===== src/rtl/tetris_pkg.sv =====
// Shared definitions for the piece-movement scheduling logic.
//   move_cmd_t   : command encoding driven on move_cmd
//   KEY_*        : USB HID keycodes that map to commands
//   DAS_DEFAULT  : frames a key is held before auto-repeat begins
//   ARR_DEFAULT  : frames between auto-repeats
//   map_key      : keycode -> command (CMD_NONE for unmapped keys)
//   grav_period  : gravity period in frames for a level, max(30 - 2*level, 2)
package tetris_pkg;

  typedef enum logic [2:0] {
    CMD_NONE   = 3'd0,
    CMD_LEFT   = 3'd1,
    CMD_RIGHT  = 3'd2,
    CMD_DOWN   = 3'd3,
    CMD_ROTATE = 3'd4,
    CMD_DROP   = 3'd5
  } move_cmd_t;

  localparam logic [7:0] KEY_LEFT   = 8'h04;
  localparam logic [7:0] KEY_RIGHT  = 8'h07;
  localparam logic [7:0] KEY_DOWN   = 8'h16;
  localparam logic [7:0] KEY_ROTATE = 8'h1A;
  localparam logic [7:0] KEY_DROP   = 8'h2C;

  localparam int DAS_DEFAULT = 10;
  localparam int ARR_DEFAULT = 3;

  function automatic move_cmd_t map_key(input logic [7:0] kc);
    case (kc)
      KEY_LEFT:   return CMD_LEFT;
      KEY_RIGHT:  return CMD_RIGHT;
      KEY_DOWN:   return CMD_DOWN;
      KEY_ROTATE: return CMD_ROTATE;
      KEY_DROP:   return CMD_DROP;
      default:    return CMD_NONE;
    endcase
  endfunction

  // Levels 14 and 15 would give 2 and 0; both clamp to the 2-frame floor.
  function automatic logic [4:0] grav_period(input logic [3:0] lvl);
    if (lvl >= 4'd14) return 5'd2;
    return 5'd30 - {lvl, 1'b0};
  endfunction

endpackage


===== src/rtl/key_repeat.sv =====
// Key press detection with delayed auto-repeat.
//   frame_clk : clock, all updates on posedge
//   Reset     : synchronous, active-high
//   keycode   : current HID keycode (0x00 = none)
//   pause     : freezes sampling and counters, suppresses events
//   key_event : a key event should be registered this cycle
//   key_cmd   : command mapped from the current keycode
// A change of keycode is a new press. LEFT/RIGHT/DOWN held unchanged fire
// again DAS_FRAMES edges after the press edge, then every ARR_FRAMES edges.
module key_repeat
  import tetris_pkg::*;
#(
  parameter int DAS_FRAMES = DAS_DEFAULT,
  parameter int ARR_FRAMES = ARR_DEFAULT
) (
  input  logic       frame_clk,
  input  logic       Reset,
  input  logic [7:0] keycode,
  input  logic       pause,
  output logic       key_event,
  output move_cmd_t  key_cmd
);

  localparam int HOLD_W = ($clog2(DAS_FRAMES + 1) > 6) ? $clog2(DAS_FRAMES + 1) : 6;
  localparam int ARR_W  = ($clog2(ARR_FRAMES + 1) > 6) ? $clog2(ARR_FRAMES + 1) : 6;
  localparam logic [HOLD_W-1:0] DAS_LAST   = HOLD_W'(DAS_FRAMES - 1);
  localparam logic [HOLD_W-1:0] DAS_SAT    = HOLD_W'(DAS_FRAMES);
  localparam logic [ARR_W-1:0]  ARR_RELOAD = ARR_W'(ARR_FRAMES - 1);

  logic [7:0]        prev_key;
  logic [HOLD_W-1:0] hold_cnt;
  logic [ARR_W-1:0]  arr_cnt;
  logic              new_press;
  logic              repeatable;
  logic              das_hit;
  logic              arr_hit;

  assign key_cmd    = map_key(keycode);
  assign new_press  = (keycode != prev_key);
  assign repeatable = key_cmd inside {CMD_LEFT, CMD_RIGHT, CMD_DOWN};

  // hold_cnt parks at DAS_FRAMES once the initial delay has elapsed; from
  // then on arr_cnt is a down-counter that fires at zero and reloads.
  assign das_hit = repeatable && !new_press && (hold_cnt == DAS_LAST);
  assign arr_hit = repeatable && !new_press && (hold_cnt == DAS_SAT) && (arr_cnt == '0);

  assign key_event = !pause && (new_press ? (key_cmd != CMD_NONE) : (das_hit || arr_hit));

  always_ff @(posedge frame_clk) begin
    if (Reset) begin
      prev_key <= 8'h00;
      hold_cnt <= '0;
      arr_cnt  <= '0;
    end else if (!pause) begin
      prev_key <= keycode;
      if (new_press) begin
        hold_cnt <= '0;
        arr_cnt  <= '0;
      end else if (repeatable) begin
        if (hold_cnt != DAS_SAT) hold_cnt <= hold_cnt + 1'b1;
        if (das_hit || arr_hit) arr_cnt <= ARR_RELOAD;
        else if (arr_cnt != '0) arr_cnt <= arr_cnt - 1'b1;
      end
    end
  end

endmodule


===== src/rtl/move_scheduler.sv =====
// Arbitrates key and gravity events into a single move command handshake.
//   frame_clk  : clock, all updates on posedge
//   Reset      : synchronous, active-high
//   keycode    : current HID keycode (0x00 = none)
//   level      : gravity level 0..15
//   pause      : freezes gravity, key sampling and new selections
//   move_ack   : datapath has applied/rejected the current command
//   move_ok    : with move_ack, 1 = move performed, 0 = blocked
//   move_req   : command valid (high exactly while in ISSUE)
//   move_cmd   : command encoding (move_cmd_t)
//   lock_pulse : one-cycle request to lock the piece
//
// state | meaning
// IDLE  | no command outstanding; selects the next pending event
// ISSUE | move_cmd presented with move_req, waiting for move_ack
module move_scheduler
  import tetris_pkg::*;
#(
  parameter int DAS_FRAMES = DAS_DEFAULT,
  parameter int ARR_FRAMES = ARR_DEFAULT
) (
  input  logic       frame_clk,
  input  logic       Reset,
  input  logic [7:0] keycode,
  input  logic [3:0] level,
  input  logic       pause,
  input  logic       move_ack,
  input  logic       move_ok,
  output logic       move_req,
  output logic [2:0] move_cmd,
  output logic       lock_pulse
);

  localparam logic [0:0] IDLE  = 1'b0;
  localparam logic [0:0] ISSUE = 1'b1;

  logic [0:0] state;
  move_cmd_t  cur_cmd;

  logic       key_event;
  move_cmd_t  key_cmd;
  logic       key_pend;
  move_cmd_t  key_pend_cmd;
  logic       grav_pend;
  logic [4:0] grav_cnt;

  logic       grav_hit;
  logic       key_any;
  logic       grav_any;
  logic       select;
  move_cmd_t  key_eff_cmd;
  move_cmd_t  sel_cmd;
  logic       serve_down;

  key_repeat #(
    .DAS_FRAMES (DAS_FRAMES),
    .ARR_FRAMES (ARR_FRAMES)
  ) u_key_repeat (
    .frame_clk (frame_clk),
    .Reset     (Reset),
    .keycode   (keycode),
    .pause     (pause),
    .key_event (key_event),
    .key_cmd   (key_cmd)
  );

  // >= rather than == so a level change never lets the counter run past
  // the new period and wrap.
  assign grav_hit = !pause && (grav_cnt >= (grav_period(level) - 5'd1));

  // Events arriving this cycle are visible to selection directly, so an
  // idle scheduler issues on the same edge the event occurs.
  assign key_any     = key_event || key_pend;
  assign key_eff_cmd = key_event ? key_cmd : key_pend_cmd;
  assign grav_any    = grav_hit || grav_pend;

  // Only one key event is ever held (newest overwrites), so the
  // DROP > ROTATE > LEFT/RIGHT > key DOWN order collapses to "key first",
  // with gravity DOWN last.
  assign select     = (state == IDLE) && !pause && (key_any || grav_any);
  assign sel_cmd    = key_any ? key_eff_cmd : CMD_DOWN;
  assign serve_down = select && (sel_cmd == CMD_DOWN);

  always_ff @(posedge frame_clk) begin
    if (Reset) begin
      state        <= IDLE;
      cur_cmd      <= CMD_NONE;
      lock_pulse   <= 1'b0;
      key_pend     <= 1'b0;
      key_pend_cmd <= CMD_NONE;
      grav_pend    <= 1'b0;
      grav_cnt     <= 5'd0;
    end else begin
      lock_pulse <= 1'b0;

      if (select && key_any) begin
        key_pend <= 1'b0;
      end else if (key_event) begin
        key_pend     <= 1'b1;
        key_pend_cmd <= key_cmd;
      end

      // Any DOWN, key or gravity, restarts the gravity interval.
      if (serve_down) begin
        grav_cnt  <= 5'd0;
        grav_pend <= 1'b0;
      end else if (grav_hit) begin
        grav_cnt  <= 5'd0;
        grav_pend <= 1'b1;
      end else if (!pause) begin
        grav_cnt <= grav_cnt + 5'd1;
      end

      case (state)
        IDLE: begin
          if (select) begin
            state   <= ISSUE;
            cur_cmd <= sel_cmd;
          end
        end
        ISSUE: begin
          if (move_ack) begin
            state      <= IDLE;
            cur_cmd    <= CMD_NONE;
            lock_pulse <= (cur_cmd == CMD_DROP) || ((cur_cmd == CMD_DOWN) && !move_ok);
          end
        end
        default: state <= IDLE;
      endcase
    end
  end

  assign move_req = (state == ISSUE);
  assign move_cmd = cur_cmd;

endmodule


===== config.mk =====
export PLATFORM = sky130hd
export DESIGN_NAME = move_scheduler
export DESIGN_NICKNAME = d
export VERILOG_FILES = /design/src/rtl/tetris_pkg.sv /design/src/rtl/key_repeat.sv /design/src/rtl/move_scheduler.sv
export SDC_FILE = /design/constraint.sdc
export NUM_CORES = 1
export LEC_CHECK = 0
export CORE_MARGIN = 2
export CORE_UTILIZATION = 30
export DETAILED_ROUTE_END_ITERATION = 7
export GPL_TIMING_DRIVEN = 0
export PLACE_DENSITY = 0.52
export SYNTH_ARGS = -nofsm -noshare
export SYNTH_HDL_FRONTEND = slang
export SYNTH_SLANG_ARGS = --single-unit
export TNS_END_PERCENT = 1

===== constraint.sdc =====
create_clock -name frame_clk -period 2.06 [get_ports frame_clk]
set_input_delay 0.309 -clock frame_clk [delete_from_list [all_inputs] [get_ports frame_clk]]
set_output_delay 0.309 -clock frame_clk [all_outputs]
set_load 0.02 [all_outputs]

==> flow_summary.json <==
{
  "status": "finished, violations left",
  "violations": "setup timing",
  "p_int_mw": 1.11,
  "synth.most_common_cell": "dfxtp_1",
  "synthCells": 237,
  "combPwrFrac_pct": 14.9,
  "clockBufferDepth": 2,
  "switching_share_pct": 26.6,
  "insertedDiodeCount": 0,
  "dr.pass1.iters": 4,
  "ys_seq_elements": 35,
  "power_frac_seq_pct": 47.7,
  "initial_core_util_pct": 30.9,
  "drcViolationCount": 0,
  "cts_root_buf": "clkbuf_8",
  "num_vias": 1748,
  "min_path_type": "in -> reg",
  "fin_crit_ns": 2.15,
  "syn_area_sq_mm": 0.00210,
  "synth_cell_types": 53,
  "yosys_warnings": 0,
  "fin_crit_sh_pct": 104,
  "worstPathMaxFanout": 4,
  "dpl.cell_count": 350,
  "crit_cells": 7,
  "setup_viol": 4,
  "drt-initial-drc-count": 36,
  "ctsHoldBuffers": 0,
  "r2r-end": "key_pend_cmd[1]",
  "fin_cells": 367,
  "grt.total_usage_pct": 12.7,
  "wl_per_cell_microns": 12.3,
  "io_buffers": 17,
  "slew_headroom_pct": 49.2,
  "fmax_mhz": 466,
  "ys_seq_area_share_pct": 33.4,
  "finalWirelength_mm": 4.52,
  "grt_max_degree": 11,
  "powerDensity_mw_per_mm2": 569,
  "die_w_microns": 87.7,
  "row_count": 30,
  "holdPathStages": 3,
  "crit_buf_inv": 1,
  "clk_pin_slew_ns": 0.07,
  "synth_top_area_cell": "dfxtp_1",
  "drive_gt1_share_pct": 18.5,
  "fin_util_pct": 39.1,
  "setup_slack_ns": -0.0851,
  "rsz0062_at_grt": "yes",
  "r2r_start": "u_key_repeat.hold_cnt[5]",
  "grt_overflow": 0,
  "cp_data_required_time_ns": 2.28,
  "worstPathArrival_ns": 2.37,
  "antenna_found_initial": 0,
  "final_max_slew_viol_count": 0,
  "gp_congestion": 0.778,
  "path_cells": "nor4b_4, nand4_1, a2111oi_4, a31oi_4, buf_4, or3_1, a21oi_1",
  "clk_latency_ns": 0.29,
  "area_growth_syn_to_layout_pct": 26.5,
  "async_flop_share_pct": 0,
  "dieArea_sq_mm": 0.00768,
  "synth_edf_count": 0,
  "layout.nets": 297,
  "critPathTopFamily": "simple AND/OR/NAND/NOR gates",
  "synth_top_cell_area_share_pct": 33.4,
  "startpoint_type": "flip-flop",
  "ff2ff_path_depth": 7,
  "holdPathEnd": "u_key_repeat.prev_key[0]",
  "fin_tns_setup_ns": -0.178,
  "cp_slowest_cell": "a2111oi_4",
  "ant_nets": 0,
  "hold_start": "keycode[0]",
  "power.switching_mw": 0.401,
  "cts_buffers": 5,
  "worst_pin_slew_ns": 0.762,
  "die_h_microns": 87.7,
  "hold_viol_final": 0,
  "synthTopCellsByCount": "dfxtp_1, nor2_1, xor2_1",
  "path_class": "reg -> reg",
  "clock_skew_ns": 0.00301,
  "yosys-top-cells-area": "dfxtp_1, xor2_1, ha_1, mux2i_1, nor2_1",
  "htree_levels": 2,
  "cts_tree": "done",
  "max_cap_violations": 0,
  "syn_nets": 264,
  "p_leak_nw": 1.04,
  "grt_pass1_wl_mm": 7.69,
  "cpPeakStageDelay_ns": 0.42,
  "cp-end-kind": "flip-flop",
  "peakVddDrop_v": 0.000252,
  "dpl.hpwl_mm": 3.25,
  "hold_slack_ns": 0.381,
  "grt_pass1_vias": 1634,
  "synthFlopType": "dfxtp_1",
  "rrSetupSlack_ns": -0.09,
  "core_area_sq_mm": 0.00679,
  "clkPwrFrac_pct": 37.4,
  "critPathLaunch": "u_key_repeat.hold_cnt[5]",
  "cts.sinks": 35,
  "ios": 22,
  "synth.avg_cell_area_sq_um": 8.86,
  "vias_per_cell": 4.76
}
==> per-layer routing <==
metal	vias up	share of wire (%)	GRT usage (%)
met1	816	50	16.8
met3	6	3.1	3.30
met2	22	45	19.8
li1	904	-	-
met4	0	1.5	4.90
met5	-	0	0
==> repair_timing <==
| item | in CTS | in global routing |
|---|---|---|
| endpoints found under the setup margin | 25 | 20 |
| pin swaps | 12 | 4 |
| setup buffers | 9 | 0 |
| gates resized for setup | 23 | 12 |
==> flip-flops by register name, summed over array words and instances (netlist names) <==
| name | cells |
|---|---|
| lock_pulse | 1 |
| key_pend_cmd | 3 |
| move_req | 1 |
| key_pend | 1 |
| u_key_repeat.prev_key | 8 |
| u_key_repeat.hold_cnt | 6 |
| move_cmd | 3 |
| grav_cnt | 5 |
| grav_pend | 1 |
| u_key_repeat.arr_cnt | 6 |
==> power by group through the flow <==
stage	registers (mW)	logic, mW	clock network [mW]
global placement	0.733	0.209	0
CTS	0.719	0.223	0.583
finish	0.721	0.226	0.564
floorplan	0.732	0.143	0
detailed placement	0.734	0.211	0
global route	0.724	0.252	0.613
==> kinds of logic (layout without fill, tap and decap cells) <==
| kind of cell | count (synthesis) | count (layout) | synth area share, % |
|---|---|---|---|
| AO/OA/AOI/OAI | 49 | 49 | 18.1 |
| XOR/XNOR | 25 | 25 | 10.4 |
| adder cells (fa/ha/maj) | 10 | 10 | 5.96 |
| buffers and inverters | 20 | 54 | 3.87 |
| flip-flops | 35 | 35 | 33.4 |
| multiplexers | 16 | 16 | 8.05 |
| AND/OR/NAND/NOR | 82 | 82 | 20.2 |
==> through the flow <==
stage | total power, mW | instance area (sq um) | setup WS, ns
6_report | 1.51 | 2660 | -0.0851
3_3_place_gp | 0.942 | 2390 | -0.891
5_1_grt | 1.59 | 2660 | -0.203
4_1_cts | 1.52 | 2610 | -0.0940
2_1_floorplan | 0.875 | 2100 | 0.0546
3_5_place_dp | 0.945 | 2390 | -0.819
==> worst max-delay path by stage <==
stage	endpoint	slack (ns)
2_1_floorplan	grav_pend	0.05
3_3_place_gp	grav_cnt[4]	-0.89
3_5_place_dp	grav_cnt[3]	-0.82
4_1_cts	key_pend_cmd[0]	-0.09
5_1_grt	key_pend_cmd[1]	-0.20
6_report	key_pend_cmd[1]	-0.09
==> cell type report <==
cell class	instances	area, sq um
sequential	35	704
fill	702	4140
clock buffer	8	100
buffer	10	45.0
timing repair buffer	26	241
tap	96	120
inverter	10	37.5
multi-input combinational	182	1410
==> cells in the final DEF (no fill, tap or decap), types with 3 or more instances in the layout <==
cell             instances
buf_4                    7
clkbuf_1                 5
dfxtp_1                 32
dfxtp_2                  3
nor3_1                   6
xor2_1                  19
nor2_1                  29
a21oi_1                 11
and2_1                   3
xnor2_1                  6
o211ai_1                 6
ha_1                    10
clkdlybuf4s50_1          8
nand3_1                  3
dlygate4sd2_1            6
nand2_1                 14
o21ai_0                  5
nand2b_1                 3
inv_1                    9
nor2b_1                  3
o2111ai_1                4
mux2i_1                 12
buf_2                    5
clkbuf_8                 7
==> tightest hold or removal path, cell delays in order <==
cell and delay (ns):
buf_2 0.16, mux2i_1 0.09, nor2_1 0.08
No activity file was read; power rests on OpenSTA's default activity.
